$ cat src/rtl/relogio_pkg.sv
// Shared constants and types for the clock counter family.
//
// Holds the moduli used by the second, minute and hour stages together with
// the counter width each one needs, the width of the BCD converter input, and
// the per-edge operation type used by contador_mod.
//
// No ports (package).
package relogio_pkg;

  localparam int SEG_MOD  = 60;
  localparam int MIN_MOD  = 60;
  localparam int HORA_MOD = 24;

  localparam int SEG_W  = 6;
  localparam int MIN_W  = 6;
  localparam int HORA_W = 5;

  // Widest count the BCD converter handles (MODULO tops out at 100).
  localparam int BCD_IN_W = 7;

  // What the counter does at the next rising edge, once reset is excluded.
  typedef enum logic [2:0] {
    OP_HOLD,
    OP_LOAD,
    OP_LOAD_ERR,
    OP_INC,
    OP_DEC
  } cnt_op_e;

  // Priority: load > increment-only > decrement-only > hold.
  // inc and dec together cancel, and en gates only inc/dec, never load.
  function automatic cnt_op_e decode_op(input logic load,
                                        input logic load_ok,
                                        input logic en,
                                        input logic inc,
                                        input logic dec);
    cnt_op_e op;
    op = OP_HOLD;
    if (load) begin
      op = load_ok ? OP_LOAD : OP_LOAD_ERR;
    end else if (en && inc && !dec) begin
      op = OP_INC;
    end else if (en && dec && !inc) begin
      op = OP_DEC;
    end
    return op;
  endfunction

endpackage

$ cat src/rtl/contador_mod_bin2bcd.sv
// Binary to two-digit BCD converter.
//
// Purely combinational. Inputs up to 99 produce a valid digit pair; the
// counter that feeds it never goes above 99.
//
// Ports:
//   bin    in   7  binary value
//   tens   out  4  bin / 10
//   units  out  4  bin mod 10
module bin2bcd
  import relogio_pkg::*;
(
  input  logic [BCD_IN_W-1:0] bin,
  output logic [3:0]          tens,
  output logic [3:0]          units
);

  // Constant divisors; synthesis reduces these to small lookup logic.
  always_comb begin
    tens  = 4'(bin / 7'd10);
    units = 4'(bin % 7'd10);
  end

endmodule

$ cat src/rtl/contador_mod.sv
// Modulo-N up/down counter with load, wrap pulses and BCD digit outputs.
//
// Counts 0..MODULO-1. Wrap pulses (carry_o, borrow_o) and the rejected-load
// pulse (load_err_o) are registered alongside count_o, so each appears in the
// same cycle as the count value it describes. Feeding carry_o into the next
// stage's inc_i therefore cascades with one cycle of delay per stage.
//
// Ports:
//   clk_i       in   1      clock, rising edge
//   rstn_i      in   1      synchronous active-low reset
//   en_i        in   1      enable for inc_i/dec_i (load_i is not gated)
//   inc_i       in   1      increment request, one step per high cycle
//   dec_i       in   1      decrement request, one step per high cycle
//   load_i      in   1      load strobe
//   load_val_i  in   WIDTH  value to load; values >= MODULO are rejected
//   count_o     out  WIDTH  registered count
//   tens_o      out  4      BCD tens digit of count_o
//   units_o     out  4      BCD units digit of count_o
//   carry_o     out  1      one-cycle pulse on wrap MODULO-1 -> 0
//   borrow_o    out  1      one-cycle pulse on wrap 0 -> MODULO-1
//   load_err_o  out  1      one-cycle pulse on rejected load
module contador_mod
  import relogio_pkg::*;
#(
  parameter int MODULO    = HORA_MOD,
  parameter int WIDTH     = HORA_W,
  parameter int RESET_VAL = 0
) (
  input  logic             clk_i,
  input  logic             rstn_i,
  input  logic             en_i,
  input  logic             inc_i,
  input  logic             dec_i,
  input  logic             load_i,
  input  logic [WIDTH-1:0] load_val_i,
  output logic [WIDTH-1:0] count_o,
  output logic [3:0]       tens_o,
  output logic [3:0]       units_o,
  output logic             carry_o,
  output logic             borrow_o,
  output logic             load_err_o
);

  // Parameter sanity: refuse to elaborate a counter that cannot work.
  if (MODULO < 2 || MODULO > 100) begin : g_bad_modulo
    $error("contador_mod: MODULO must be within 2..100");
  end
  if ((64'd1 << WIDTH) < 64'(MODULO)) begin : g_bad_width
    $error("contador_mod: WIDTH too small for MODULO");
  end
  if (RESET_VAL < 0 || RESET_VAL >= MODULO) begin : g_bad_reset
    $error("contador_mod: RESET_VAL must be below MODULO");
  end

  // MODULO itself may not fit in WIDTH bits (e.g. 32 in 5 bits), but
  // MODULO-1 always does, so every bound is expressed against it.
  localparam logic [WIDTH-1:0] MAX_VAL = WIDTH'(MODULO - 1);
  localparam logic [WIDTH-1:0] RST_VAL = WIDTH'(RESET_VAL);

  cnt_op_e          op;
  logic [WIDTH-1:0] count_q;
  logic             carry_q;
  logic             borrow_q;
  logic             load_err_q;

  always_comb begin
    op = decode_op(load_i, (load_val_i <= MAX_VAL), en_i, inc_i, dec_i);
  end

  // Pulses default low every edge, so each lasts exactly one cycle and a
  // reset edge clears any pulse that would otherwise have appeared.
  always_ff @(posedge clk_i) begin
    if (!rstn_i) begin
      count_q    <= RST_VAL;
      carry_q    <= 1'b0;
      borrow_q   <= 1'b0;
      load_err_q <= 1'b0;
    end else begin
      carry_q    <= 1'b0;
      borrow_q   <= 1'b0;
      load_err_q <= 1'b0;
      case (op)
        OP_LOAD: begin
          count_q <= load_val_i;
        end
        OP_LOAD_ERR: begin
          load_err_q <= 1'b1;
        end
        OP_INC: begin
          if (count_q == MAX_VAL) begin
            count_q <= '0;
            carry_q <= 1'b1;
          end else begin
            count_q <= count_q + 1'b1;
          end
        end
        OP_DEC: begin
          if (count_q == '0) begin
            count_q  <= MAX_VAL;
            borrow_q <= 1'b1;
          end else begin
            count_q <= count_q - 1'b1;
          end
        end
        default: begin
        end
      endcase
    end
  end

  assign count_o    = count_q;
  assign carry_o    = carry_q;
  assign borrow_o   = borrow_q;
  assign load_err_o = load_err_q;

  bin2bcd u_bcd (
    .bin   (BCD_IN_W'(count_q)),
    .tens  (tens_o),
    .units (units_o)
  );

endmodule

$ cat config.mk
export PLATFORM = sky130hd
export DESIGN_NAME = contador_mod
export DESIGN_NICKNAME = d
export VERILOG_FILES = /design/src/rtl/relogio_pkg.sv /design/src/rtl/contador_mod_bin2bcd.sv /design/src/rtl/contador_mod.sv
export SDC_FILE = /design/constraint.sdc
export NUM_CORES = 1
export LEC_CHECK = 0
export CAP_MARGIN = 25
export CORE_UTILIZATION = 45
export DETAILED_ROUTE_END_ITERATION = 8
export PLACE_DENSITY_LB_ADDON = 0.3
export SLEW_MARGIN = 15
export SYNTH_ARGS = -nofsm -noshare
export SYNTH_HDL_FRONTEND = slang
export SYNTH_SLANG_ARGS = --single-unit
$ cat constraint.sdc
create_clock -name clk_i -period 3.93 [get_ports clk_i]
set_clock_uncertainty 0.15 [all_clocks]
set_input_delay 0.786 -clock clk_i [delete_from_list [all_inputs] [get_ports clk_i]]
set_output_delay 0.786 -clock clk_i [all_outputs]
set_load 0.005 [all_outputs]
* Word-level counts from Yosys, hierarchy flattened
Index checks and enable logic that the tools add are counted.
Storage, ports and cells: flip-flop bits (word level) 8, input port bits 11, output and inout port bits 16
Cells by class: $add $sub $neg 2, divide/modulo/power cells 2, $lt $le $gt $ge 1, equal/unequal tests 5, multiplexer cells 10, reduce and logical (&&, ||, !) cells 10
Operator list (count):
- $pmux 5 s3 | 1
- $mux 5 | 2
- $mux 3 | 3
- $div 5x4->7 const B | 1
- $mod 5x4->7 const B | 1
- $eq 3x2->1 const B | 2
- $add 5x1->5 const B | 1
- $eq 5x5->1 const B | 1
- $le 5x5->1 const B | 1
- $logic_not 5->1 | 1
- $sub 5x1->5 const B | 1
- $logic_and 1x1->1 | 4
- $reduce_and 2->1 | 2
- $eq 3x1->1 const B | 1
- $eq 3x3->1 const B | 1
- $mux 1 | 3
- $reduce_bool 3->1 | 1
- $logic_not 1->1 | 2
- $mux 2 | 1

* Depth between registers and ports, before layout
Gate-level depths: netlist of run 1.
depth after elaboration 7, gate-level depth with buffers 9

* Hierarchy
Synthesis of run 1 repeated with hierarchy kept, for this count alone.
Second synthesis, totals: cells, all modules 126, area, all modules 996.0 um^2
Modules (own cells, without submodules):
- contador_mod | times used 1, cells an instance 70, area each 561.8 um^2
- bin2bcd | times used 1, cells an instance 56, area each 434.2 um^2

* Least setup slack after synthesis of run 1
No wires, ideal clock.
kind register to output, start point reg count_q[2], in the netlist count_o[2], end point out units_o[2], arrival time 2.204 ns, slack 0.790 ns, stages on the path, launching flop included 10, path buffers 1, cell sequence dfxtp_1 buf_2 or2_2 ha_1 and2b_1 a21boi_0 ha_1 o21ai_1 a221oi_2 mux2i_1
Between the ends: cells in the longest elaborated chain, start to end 1
Ends and longest elaborated chain:
- from (decl) | RTL line contador_mod.sv:61 | logic [WIDTH-1:0] count_q;
- from (signal assigned) | RTL line contador_mod.sv:84 | count_q <= load_val_i;
- from (signal assigned) | RTL line contador_mod.sv:94 | count_q <= count_q + 1'b1;
- from (signal assigned) | RTL line contador_mod.sv:102 | count_q <= count_q - 1'b1;
- $mod 5x4->7 | RTL line contador_mod_bin2bcd.sv:21 | units = 4'(bin % 7'd10);
- to (decl) | RTL line contador_mod.sv:38 | output logic [3:0] units_o,
Every way passes these cells.

* Worst setup path in the final report of run 1
start point reg count_q[4], in the netlist count_o[4], end point out units_o[2]
The elaborated chain is that of the path after synthesis.

==> results of run 1 <==
what timing repair did:
item,in CTS,in global routing
cloned,0,0
setup endpoints to repair,2,2
resized for setup,1,4
hold endpoints to repair,0,0
pin swaps,0,1
area by class of cell:
cell class / count / area [um^2] / share of cell area [%]
Multi-Input combinational cell: 87 / 629 / 56.1
Timing Repair Buffer: 26 / 255 / 22.7
Sequential cell: 8 / 161 / 14.4
Tap cell: 25 / 31.3 / 2.79
Clock buffer: 3 / 22.5 / 2.01
Inverter: 6 / 22.5 / 2.01
flip-flops by register name, summed over array words and instances (netlist names):
| name | flops |
|---|---|
| count_o | 5 |
| carry_o | 1 |
| borrow_o | 1 |
| load_err_o | 1 |
placed cells by master, fill, tap and decap left out, types with 3 or more instances in the layout:
master	netlist	layout
a31oi_1	4	4
nand2_1	11	11
nand3_1	3	3
o21ai_0	7	7
dfxtp_1	8	7
clkdlybuf4s50_1	0	24
nor2_1	5	5
xor2_1	3	3
inv_1	6	4
ha_1	6	5
mux2i_1	3	3
clkbuf_4	0	3
through the flow:
stage | hold slack (ps) | instance area, um^2
finish | 520 | 1120
global route | 549 | 1120
CTS | 520 | 1120
detailed placement | 486 | 1100
global placement | 480 | 1100
floorplan | 435 | 858
layer usage:
layer / global-route usage (%) / vias to the layer above
met4: 5.45 / 0
met5: 0 / -
li1: - / 424
met3: 5.95 / 4
met2: 34.0 / 35
met1: 26.0 / 388
critical path, cell delays in order (launching register included):
cell,delay [ps]
dfxtp_2,460
ha_2,310
and2b_1,210
a21boi_1,170
ha_1,190
o21ai_1,90
a221oi_2,370
mux2i_1,230
clkdlybuf4s50_1,520
where the power goes:
| part | internal [mW] | switching (mW) | total, mW |
|---|---|---|---|
| combinational | 0.0892 | 0.0679 | 0.157 |
| clock | 0.0349 | 0.0266 | 0.0615 |
| sequential | 0.0870 | 0.00887 | 0.0959 |
| total | 0.211 | 0.103 | 0.314 |
worst min path at each step:
stage | endpoint | slack [ps] | from | cells past startpoint
after floorplan | count_o[0] | 430 | count_o[0] | 2
after global placement | count_o[0] | 480 | count_o[0] | 2
after detailed placement | count_o[0] | 490 | count_o[0] | 2
after CTS | count_o[4] | 520 | count_o[4] | 2
after global routing | count_o[4] | 550 | count_o[4] | 2
final | count_o[4] | 520 | count_o[4] | 2
cell families after synthesis:
logic type,share of synthesized area [%]
adder cells (fa/ha/maj),8.78
multiplexers,4.83
AND/OR/NAND/NOR,30.2
other,0.439
XOR/XNOR,5.13
buffers and inverters,8.34
AO/OA/AOI/OAI,23.6
flip-flops,18.7
==> results by group, run 1 <==
Outcome
  – Status: completed

Place
  – Dpl cells: 152
  – GPL Wtd Cong: 0.829
  – Port Buffers: 24
  – Setup WS pre-CTS: 178 ps
  – HPWL Detailed: 1480 um

Critical path
  – Critical Path End Type: output port
  – Critical Path Sink: units_o[2]
  – WP data arrival: 2790 ps
  – Critical path startpoint category: flip-flop
  – Reg2Reg Capture Point: count_o[0]
  – Worst Reg-to-Reg Cells: 5
  – FF-to-FF Start: count_o[1]
  – Flop2flop setup slack: 2180 ps
  – CP startpoint: count_o[4]
  – CP max FO: 13
  – CP Class: reg -> out
  – Worst path required time: 2990 ps

Clock network
  – Inserted Clock Buffers: 3
  – Clock root cell: clkbuf_4
  – Clock insertion delay at the later pin of the skew report: 250 ps
  – Worst-path clk slew: 50 ps
  – Clock sink count: 8
  – Clock Tree Buf Depth: 2
  – CTS tree: done
  – Setup bufs post-CTS: 0
  – H-tree depth: 1
  – # hold bufs at CTS: 0

Yosys
  – Syn Area/Cell: 7.99 um^2
  – Yosys cell types: 48
  – Synth cell count leaders: nand2_1, dfxtp_1, o21ai_0
  – Most frequent cell after synthesis: nand2_1
  – Synth Cell Area: 855 um^2
  – Synth Instances: 107
  – Number of enable flip-flop cells after synthesis: 0
  – Synth top area share: 18.7%
  – Dominant cells by area after synthesis: dfxtp_1, ha_1, nand2_1, o21ai_0, mux2i_1
  – Top FF cell, synth: dfxtp_1
  – Yosys reg bits: 8
  – Post-synthesis sequential area ratio: 18.7%
  – Synth area leader: dfxtp_1
  – Synth warn: 0
  – Synth async-reset ratio: 0%

Floorplanning
  – Rows: 15
  – Starting density of the core: 49.0%
  – Top Ports: 27
  – Core area: 1750 um^2
  – Die area: 2080 um^2
  – Die X: 45.6 um
  – Die height: 45.6 um

Finish
  – Final core utilization: 64.3%
  – Filler Cell Count: 155
  – Share of layout cells above drive strength 1: 16.9%
  – Synth-to-Final Area Change: 31.3%
  – # diodes: 0
  – Nets: 149
  – Final std cells w/o fill: 155

STA
  – Highest clock rate: 268 MHz
  – Fin crit share: 94.8%
  – Max Slew Vio Count: 0
  – Unrepaired setup endpoints after global routing: no
  – Tmin final: 3730 ps
  – Setup violations, final: 0
  – Hold Vio Cnt, Final: 0
  – Setup ws final: 205 ps
  – Fin Setup TNS: 0 ps

Pwr
  – Leakage: 0.453 nW
  – Total power draw: 314 uW
  – Max VDD drop: 0.233 mV
  – Power per Cell Area: 280 nW/um^2

Route
  – DR vias: 851
  – Routed WL: 1960 um
  – Post-DRT Antenna Nets: 0
  – DR WL/cell: 12.7 um
  – Via-to-Cell Ratio: 5.49
  – Drt pass-1 iters: 4
  – DRC viols: 0
  – Met3 routed WL: 111 um
  – Met1 wire length: 921 um
  – DR top layer: met4
  – DR iter-0 viols: 27
  – Met2 Routed Length: 913 um

Global route
  – Overflow after GRT: 0
  – Vias in the first global route: 694
  – Largest net degree at the start of global routing: 16
  – Initial antenna violation count: 0
  – GRT Total Usage: 20.6%
  – First-pass GRT wire length: 3050 um

Run
  – Max-cap viol count: 0

Worst hold path
  – Min-delay worst type: reg -> reg
No activity file was read; power rests on OpenSTA's default activity.
==> inputs of run 2 (changes only) <==
--- a/config.mk
+++ b/config.mk
@@ -6,7 +6,8 @@
 export NUM_CORES = 1
 export LEC_CHECK = 0
 export CAP_MARGIN = 25
-export CORE_UTILIZATION = 45
+export CORE_UTILIZATION = 30
+export CTS_BUF_LIST = sky130_fd_sc_hd__clkbuf_2
 export DETAILED_ROUTE_END_ITERATION = 8
 export PLACE_DENSITY_LB_ADDON = 0.3
 export SLEW_MARGIN = 15
==> constraint.sdc (replaced) <==
create_clock -name clk_i -period 3.7 [get_ports clk_i]
set_clock_uncertainty 0.15 [all_clocks]
set_input_delay 0.74 -clock clk_i [delete_from_list [all_inputs] [get_ports clk_i]]
set_output_delay 0.74 -clock clk_i [all_outputs]
set_load 0.005 [all_outputs]
==> run 2 against run 1 <==
Net effect: global-route usage shrank 7.6 points; clock power down 8.5%; largest cell class unchanged; setup slack worse by 81 ps.
==> results by group, run 2 (synthesis gave the netlist of run 1 again) <==
Route
  – DR vias: 862 (+1.3%)
  – Via-to-Cell Ratio: 5.32 (-3.1%)
  – Post-DRT Antenna Nets: 0 (unchanged)
  – Routed WL: 2030 um (+3.6%)
  – DR iter-0 viols: 23 (-15%)
  – DRC viols: 0 (unchanged)
  – DR WL/cell: 12.6 um (-0.86%)
  – Drt pass-1 iters: 4 (unchanged)

STA
  – Setup ws final: 124 ps (-80.8 ps)
  – Fin crit share: 96.7%
  – Setup violations, final: 0 (unchanged)
  – Tmin final: 3580 ps
  – Hold Vio Cnt, Final: 0 (unchanged)
  – Max Slew Vio Count: 0 (unchanged)
  – Highest clock rate: 280 MHz

Finish
  – Cell area after layout: 1150 um^2 (+2.7%)
  – Share of layout cells above drive strength 1: 20.5% (+3.5 points)
  – Final core utilization: 44.5% (-20 points)
  – Commonest non-fill, non-tap cell in the layout: clkdlybuf4s50_1
  – # diodes: 0 (unchanged)
  – Max FFs per register: 5 (unchanged)
  – Synth-to-Final Area Change: 34.8%
  – Most frequent cells in the layout: clkdlybuf4s50_1, nand2_1, o21ai_0
  – Nets: 151 (+1.3%)
  – Filler Cell Count: 277 (+79%)

Critical path
  – CP max FO: 6 (-7)
  – Reg2Reg Capture Point: count_o[0]
  – Flop2flop setup slack: 2080 ps (-100 ps)
  – Critical Path End Type: output port
  – Worst path required time: 2810 ps (-180 ps)
  – Worst Reg-to-Reg Cells: 5 (unchanged)
  – FF-to-FF Start: count_o[1]
  – Critical path startpoint category: flip-flop
  – CP Class: reg -> out
  – WP data arrival: 2690 ps (-100 ps)

Worst hold path
  – Min-delay worst type: reg -> reg
  – Hold Crit Depth: 2 (unchanged)
  – Hold path startpoint: count_o[0]
  – Hold Path End: count_o[0]

Floorplanning
  – Die area: 3070 um^2 (+48%)
  – Rows: 18 (+3)
  – Die X: 55.4 um (+21%)
  – Core area: 2590 um^2 (+48%)
  – Starting density of the core: 33.0% (-16 points)
  – Top Ports: 27 (unchanged)
  – Die height: 55.4 um (+21%)

Pwr
  – Leakage: 0.464 nW (+2.3%)
  – Max VDD drop: 0.121 mV (-48%)
  – Power per Cell Area: 289 nW/um^2 (+3.3%)
  – Total power draw: 334 uW (+6.1%)

Global route
  – Largest net degree at the start of global routing: 16 (unchanged)
  – First-pass GRT wire length: 3250 um (+6.6%)
  – GRT Total Usage: 13.0% (-7.6 points)
  – Initial antenna violation count: 0 (unchanged)
  – Overflow after GRT: 0 (unchanged)
  – Vias in the first global route: 755 (+8.8%)

Clock network
  – Clock sink count: 8 (unchanged)
  – H-tree depth: 1 (unchanged)
  – Clock root cell: clkbuf_2
  – Clock Tree Buf Depth: 2 (unchanged)
  – # hold bufs at CTS: 0 (unchanged)
  – Inserted Clock Buffers: 3 (unchanged)
  – Worst-path clk slew: 100 ps (+50 ps)
  – Clock insertion delay at the later pin of the skew report: 260 ps (about the same)
  – CTS tree: done

Place
  – HPWL Detailed: 1540 um (+4.3%)
  – Setup WS pre-CTS: 188 ps (+10.3 ps)
  – Port Buffers: 24 (unchanged)
  – GPL Wtd Cong: 0.819 (-1.2%)
  – Area post-placement: 1110 um^2 (+1.3%)

Run
  – Max-cap viol count: 0 (unchanged)

Outcome
  – Status: completed
==> run 2: worst max-delay path by stage <==
stage,startpoint,to
3_3_place_gp,count_o[2],units_o[2]
5_1_grt,count_o[1],units_o[2]
3_5_place_dp,count_o[2],units_o[2]
4_1_cts,count_o[1],units_o[2]
6_report,count_o[2],units_o[2]
2_1_floorplan,count_o[2],units_o[2]
==> run 2: area by class of cell <==
type	instances	area (um^2)	share of cell area [%]
Tap cell	30	37.5	3.26
Timing Repair Buffer	28	270	23.5
Inverter	6	22.5	1.95
Sequential cell	8	163	14.1
Clock buffer	3	15.0	1.30
Multi-Input combinational cell	87	644	55.9
==> run 2: worst max-delay path, stage by stage, from the launching register on <==
cell	delay [ps]
dfxtp_1	320
or2_2	320
ha_4	190
nand2b_4	80
a21boi_2	180
ha_1	170
o21ai_1	80
a221oi_2	340
mux2i_1	230
clkdlybuf4s50_1	520
==> run 2: power by group <==
part | internal, mW | switching, mW
registers | 0.0924 | 0.00636
logic | 0.101 | 0.0773
clock network | 0.0221 | 0.0342
==> run 2: metrics by stage <==
step | setup TNS (ps) | hold slack, ps | instances
after floorplan | 0 | 435 | 108
after global placement | 0 | 480 | 158
after detailed placement | 0 | 478 | 158
after CTS | 0 | 498 | 162
after global routing | -19.7 | 498 | 162
final | 0 | 466 | 162
==> run 2: routing by layer <==
metal	vias to the layer above	share of wire [%]	global-route usage, %	routed length [um]
li1	429	-	-	-
met1	400	47	16.3	946
met2	26	47	21.0	965
met3	7	4.5	2.34	92
met4	0	1.5	7.14	31
met5	-	0	0	0
==> run 2: timing repair <==
item | 4_1_cts | 5_1_grt
buffers inserted | 1 | 0
pin swaps | 1 | 1
resized for setup | 2 | 7
endpoints found under the setup margin | 2 | 3
